`src/rtl/key_event_sched.sv`:
```
// key_event_sched
//   Captures one-cycle key press pulses from a 4x4 scanner into a pending
//   register. A round-robin arbiter moves one pending key per cycle into a
//   small event FIFO, which a consumer drains.
//
// Handshake: an event transfers on a rising edge when ev_valid && ev_ready.
//   ev_valid depends only on stored state, ev_ready may be tied high, and a
//   ready with nothing valid is ignored.
//
// Ports
//   clk        in   single clock, rising edge
//   rst        in   synchronous active-high reset (beats clr and all else)
//   key_pulse  in   [15:0] press pulses, bit i = key i
//   clr        in   synchronous flush of pend, FIFO and overflow
//   ev_valid   out  FIFO head holds an event
//   ev_code    out  [3:0] key index at the FIFO head (0 when empty)
//   ev_ready   in   consumer accepts the head event
//   ev_count   out  [AW:0] number of stored events, 0..DEPTH
//   pend       out  [15:0] pending-request register (debug view)
//   overflow   out  sticky: a press merged into an already pending request
module key_event_sched #(
  parameter int DEPTH = 4,
  parameter int AW    = 2
) (
  input  logic          clk,
  input  logic          rst,
  input  logic [15:0]   key_pulse,
  input  logic          clr,
  output logic          ev_valid,
  output logic [3:0]    ev_code,
  input  logic          ev_ready,
  output logic [AW:0]   ev_count,
  output logic [15:0]   pend,
  output logic          overflow
);

  localparam logic [AW:0] DEPTH_C = (AW+1)'(DEPTH);

  logic [15:0]   pend_q, pend_d;
  logic [3:0]    last_grant_q, last_grant_d;
  logic [AW-1:0] wr_ptr_q, wr_ptr_d;
  logic [AW-1:0] rd_ptr_q, rd_ptr_d;
  logic [AW:0]   count_q, count_d;
  logic          overflow_q, overflow_d;
  logic [3:0]    mem_q [DEPTH];

  logic          pop;
  logic          push;
  logic          grant_found;
  logic [3:0]    grant_idx;
  logic [3:0]    cand;
  logic [15:0]   grant_onehot;

  // Round-robin search: first pending bit at or after last_grant+1, wrapping
  // 15 -> 0. The 16th candidate wraps back to last_grant itself.
  always_comb begin
    grant_found = 1'b0;
    grant_idx   = '0;
    cand        = '0;
    for (int k = 1; k <= 16; k++) begin
      cand = last_grant_q + 4'(k);
      if (!grant_found && pend_q[cand]) begin
        grant_found = 1'b1;
        grant_idx   = cand;
      end
    end
  end

  // A full FIFO can still accept a grant when the head leaves in the same
  // cycle, so push eligibility looks at pop.
  assign pop          = (count_q != '0) && ev_ready;
  assign push         = grant_found && ((count_q != DEPTH_C) || pop);
  assign grant_onehot = push ? (16'(1) << grant_idx) : '0;

  always_comb begin
    pend_d       = pend_q;
    last_grant_d = last_grant_q;
    wr_ptr_d     = wr_ptr_q;
    rd_ptr_d     = rd_ptr_q;
    count_d      = count_q;
    overflow_d   = overflow_q;
    if (clr) begin
      // Flush everything except the arbiter position; the grant and pulses
      // of this cycle are dropped.
      pend_d     = '0;
      wr_ptr_d   = '0;
      rd_ptr_d   = '0;
      count_d    = '0;
      overflow_d = 1'b0;
    end else begin
      // A pulse on the bit granted this cycle re-arms it (new press).
      pend_d = (pend_q & ~grant_onehot) | key_pulse;
      if ((key_pulse & pend_q & ~grant_onehot) != '0) begin
        overflow_d = 1'b1;
      end
      if (push) begin
        last_grant_d = grant_idx;
        wr_ptr_d     = wr_ptr_q + AW'(1);
      end
      if (pop) begin
        rd_ptr_d = rd_ptr_q + AW'(1);
      end
      case ({push, pop})
        2'b10:   count_d = count_q + (AW+1)'(1);
        2'b01:   count_d = count_q - (AW+1)'(1);
        default: count_d = count_q;
      endcase
    end
  end

  always_ff @(posedge clk) begin
    if (rst) begin
      pend_q       <= '0;
      last_grant_q <= 4'd15;
      wr_ptr_q     <= '0;
      rd_ptr_q     <= '0;
      count_q      <= '0;
      overflow_q   <= 1'b0;
    end else begin
      pend_q       <= pend_d;
      last_grant_q <= last_grant_d;
      wr_ptr_q     <= wr_ptr_d;
      rd_ptr_q     <= rd_ptr_d;
      count_q      <= count_d;
      overflow_q   <= overflow_d;
    end
  end

  // Storage needs no reset: entries are only visible through count_q.
  always_ff @(posedge clk) begin
    if (!rst && !clr && push) begin
      mem_q[wr_ptr_q] <= grant_idx;
    end
  end

  assign ev_valid = (count_q != '0);
  assign ev_code  = ev_valid ? mem_q[rd_ptr_q] : 4'd0;
  assign ev_count = count_q;
  assign pend     = pend_q;
  assign overflow = overflow_q;

endmodule

```
`config.mk`:
```
export PLATFORM = sky130hd
export DESIGN_NAME = key_event_sched
export DESIGN_NICKNAME = d
export VERILOG_FILES = /design/src/rtl/key_event_sched.sv
export SDC_FILE = /design/constraint.sdc
export NUM_CORES = 1
export LEC_CHECK = 0
export CAP_MARGIN = 15
export CORE_MARGIN = 1
export CORE_UTILIZATION = 32
export CTS_CLUSTER_DIAMETER = 80
export DETAILED_ROUTE_END_ITERATION = 8
export DONT_BUFFER_PORTS = 1
export SLEW_MARGIN = 40
export SYNTH_ARGS = -nofsm -noshare
export SYNTH_HDL_FRONTEND = slang
export SYNTH_SLANG_ARGS = --single-unit
```
`constraint.sdc`:
```
create_clock -name clk -period 5.7 [get_ports clk]
set_input_delay 0.57 -clock clk [delete_from_list [all_inputs] [get_ports clk]]
set_output_delay 0.57 -clock clk [all_outputs]
set_load 0.01 [all_outputs]
```
==> metrics.md <==
| Metric | Value |
|---|---|
| Status | complete, no violations |
| Max Cap Viol | 0 |
| Crit Path Max Fanout | between 40 and 50 |
| Unrepaired setup endpoints after global routing | false |
| Htree depth | 2 |
| Count leader, synth | nand2_1 |
| Starting DRT DRC Count | 280 |
| Netlist cell types | 76 |
| Worst-Margin Slew | 0.8298 ns |
| Via density per instance | 6.237 |
| Worst R2R End | overflow$_SDFFE_PP0P_ |
| Die area | approximately 0.015 mm2 |
| Final #Nets | between 500 and 600 |
| FMAX | around 190 MHz |
| Share of cells above drive strength 1 | between 10% and 20% |
| First-pass GRT wire length | around 23,000 um |
| CTS tree | yes |
| Post-CTS setup buffer count | 0 |
| Final GP Congestion | 0.9297 |
| CTS resizes | 0 |
| Syn Nets | 539 |
| Ys Warns | 0 |
| CORE AREA | around 0.014 mm2 |
| Clock sinks | 46 |
| Slew HR | between 40% and 50% |
| Syn Area/Cell | ~9.0 um2 |
| CTS Hold Bufs | 0 |
| Row cnt | 43 |
| Top Ports | 45 |
| P&R area growth vs syn | 7.650% |
| Overflow left after global routing | 0 |
| Post-synth top cells | nand2_1 (48), nor2_1 (42), a21oi_1 (35) |
| Startpoint types | flop |
| Port Buffers | 0 |
| Remaining antenna violation count | 0 |
| Ys async rst share | 0% |
| All-Layer GR Usage | between 20% and 30% |
| Fin Setup TNS | 0 ns |
| Post-Syn Area | around 0.0045 mm2 |
| Root Driver | clkbuf_16 |
| Synth top area share | between 10% and 20% |
| Reg2Reg Depth | 15 |
| Max Root-Sink Buffers | 2 |
| Worst hold path depth | 2 |
| CP startpoint | last_grant_q[0]$_SDFFE_PP1P_ |
| Flops & latches, synth | between 40 and 50 |
| Vias | between 4,000 and 5,000 |
| HP Class | in -> reg |
| ANT cells | 0 |
| Pre-antenna DRT Iters | 4 |
| Crit. End Element | flop |
| Largest area contributor in the netlist | dfxtp_1 |
| Reg area | approximately 0.0011 mm2 |
| Critical Setup Path Class | reg -> reg |
| Clock Skew | 0.002967 ns |
| Initial antenna violation count | 0 |
| Post-synth EDFFs | 16 |
| Max-slew violations | 0 |
| Die width | 121.2 um |
| Flop2flop setup slack | between 0.4 and 0.5 ns |
| Final Hold Fails | 0 |
| Final setup vio count | 0 |
| CTS buffer count | 5 |
| WL per Instance | approximately 21 um |
| Vias in the first global route | approximately 4,200 |
| Filler cells | approximately 1,400 |
| Worst hold start | key_pulse[15] |
| Starting Density | 32.76% |
| Tcrit/Tclk final | around 92% |
| Seq/Total Area, Yosys | between 20% and 30% |
| Worst hold endpoint | pend[15]$_SDFF_PP0_ |
| CP arrival | 5.45 ns |
| Ys flop type | dfxtp_1 |
| Reg2Reg Launch Point | last_grant_q[0]$_SDFFE_PP1P_ |
| Largest net degree at the start of global routing | between 40 and 50 |
| Dpl hpwl | about 11,000 um |
| Final WL | roughly 14,000 um |
| Critical path data required time | 5.88 ns |
| Die Span Y | about 120 um |
| Post-route DRC | 0 |
| Min cycle time layout | between 5 and 6 ns |
| Cells after Synth | between 500 and 600 |
| Multi-input gate area | about 0.0033 mm2 |
| Top post-synthesis cells by area | dfxtp_1 (13%), edfxtp_1 (11%), mux4_2 (8.4%) |
| Clock latency on the worst-skew pair | between 0.2 and 0.3 ns |
| Clk slew on worst S/H paths | ~0.06 ns |
how the worst max path moves through the flow:
stage                                     endpoint  slack, ns  cells after the start
after floorplan           ev_count[2]$_SDFFE_PP0P_       0.15                     22
after global placement       overflow$_SDFFE_PP0P_       0.46                     15
after detailed placement     overflow$_SDFFE_PP0P_       0.46                     15
after CTS                    overflow$_SDFFE_PP0P_       0.44                     15
after global routing         overflow$_SDFFE_PP0P_       0.03                     15
final                        overflow$_SDFFE_PP0P_       0.43                     15
registers in the layout (all words and copies together) (netlist names), named ones only:
| signal | flops |
|---|---|
| mem_q | 16 |
| ev_count | 3 |
| pend | 16 |
| overflow | 1 |
| last_grant_q | 4 |
| wr_ptr_q | 2 |
| rd_ptr_q | 2 |
cell type report:
type / instances / area share (%)
clock inverter: 3 / 0.4857
inverter: 14 / 1.074
multi-input combinational: 419 / 67.36
clock buffer: 5 / 2.556
timing repair buffer: 12 / 1.840
tap: 180 / 4.601
sequential: 46 / 22.09
stage by stage:
step	hold slack (ns)	worst slack, ns	instance area, um2	instances	util (%)
6_report	0.3986	0.4320	4895	679	35.26
5_1_grt	0.4116	0.02891	4895	679	35.26
4_1_cts	0.3964	0.4351	4891	679	35.24
3_5_place_dp	0.5063	0.4607	4742	671	34.16
3_3_place_gp	0.4810	0.4629	4742	671	34.16
2_1_floorplan	0.4692	0.1478	4547	505	-
worst max-delay path, stage by stage (launching register included):
cell and delay, ns:
dfxtp_1 0.34, buf_4 0.44, ha_1 0.33, xor2_1 0.48, mux2_2 0.43, mux2_2 0.35, nand2b_1 0.26, nor4_2 0.44
a21oi_1 0.13, o32a_1 0.18, or4_4 0.60, a21boi_1 0.43, a21oi_1 0.12, a31oi_1 0.18, nand4_1 0.12, o31a_1 0.30
layer usage:
metal / GRT usage (%) / wire length, um / vias to the layer above
met5: 0 / 0 / -
met4: 10.65 / 597 / 0
met3: 3.759 / 1022 / 48
met2: 33.32 / 6830 / 193
met1: 25.66 / 5989 / 2048
li1: - / - / 1946
layout by cell type (no fill, tap or decap), types with 3 or more instances in the layout:
| cell | netlist | routed |
|---|---|---|
| a211oi_1 | 3 | 3 |
| a21o_1 | 4 | 4 |
| a21oi_1 | 35 | 35 |
| a22oi_1 | 4 | 4 |
| a31oi_1 | 10 | 10 |
| and2_1 | 9 | 9 |
| and3_1 | 12 | 12 |
| buf_4 | 1 | 12 |
| clkbuf_16 | 0 | 5 |
| dfxtp_1 | 30 | 30 |
| edfxtp_1 | 16 | 16 |
| ha_1 | 13 | 13 |
| inv_1 | 12 | 12 |
| mux2_2 | 15 | 15 |
| mux2i_1 | 31 | 31 |
| mux4_1 | 7 | 7 |
| mux4_2 | 17 | 17 |
| nand2_1 | 48 | 48 |
| nand2b_1 | 4 | 4 |
| nand3_1 | 23 | 23 |
| nand4_1 | 5 | 5 |
| nor2_1 | 42 | 42 |
| nor2b_1 | 4 | 4 |
| nor3_1 | 9 | 9 |
| nor4b_1 | 3 | 3 |
| o2111ai_1 | 8 | 8 |
| o211ai_1 | 13 | 13 |
| o21a_1 | 4 | 4 |
| o21ai_0 | 11 | 11 |
| o22ai_1 | 5 | 5 |
| o311ai_0 | 3 | 3 |
| o31a_1 | 4 | 4 |
| o32ai_1 | 3 | 3 |
| or3_1 | 4 | 4 |
| xnor2_1 | 9 | 9 |
| xor2_1 | 11 | 11 |
kinds of logic (layout without fill, tap and decap cells):
kind of cell / count (synthesis) / count (layout) / share of synthesized area (%)
AOI/OAI and AO/OA: 138 / 138 / 21.66
and+or+nand+nor: 177 / 177 / 19.90
xor gates and xnor gates: 20 / 20 / 3.853
adders and majority gates: 14 / 14 / 4.018
DFF: 46 / 46 / 23.78
buffers and inverters: 40 / 34 / 3.797
muxes: 70 / 70 / 23.01
Power is not shown: default switching activity piles up to over one toggle a cycle in this logic, so the estimate is an artifact.
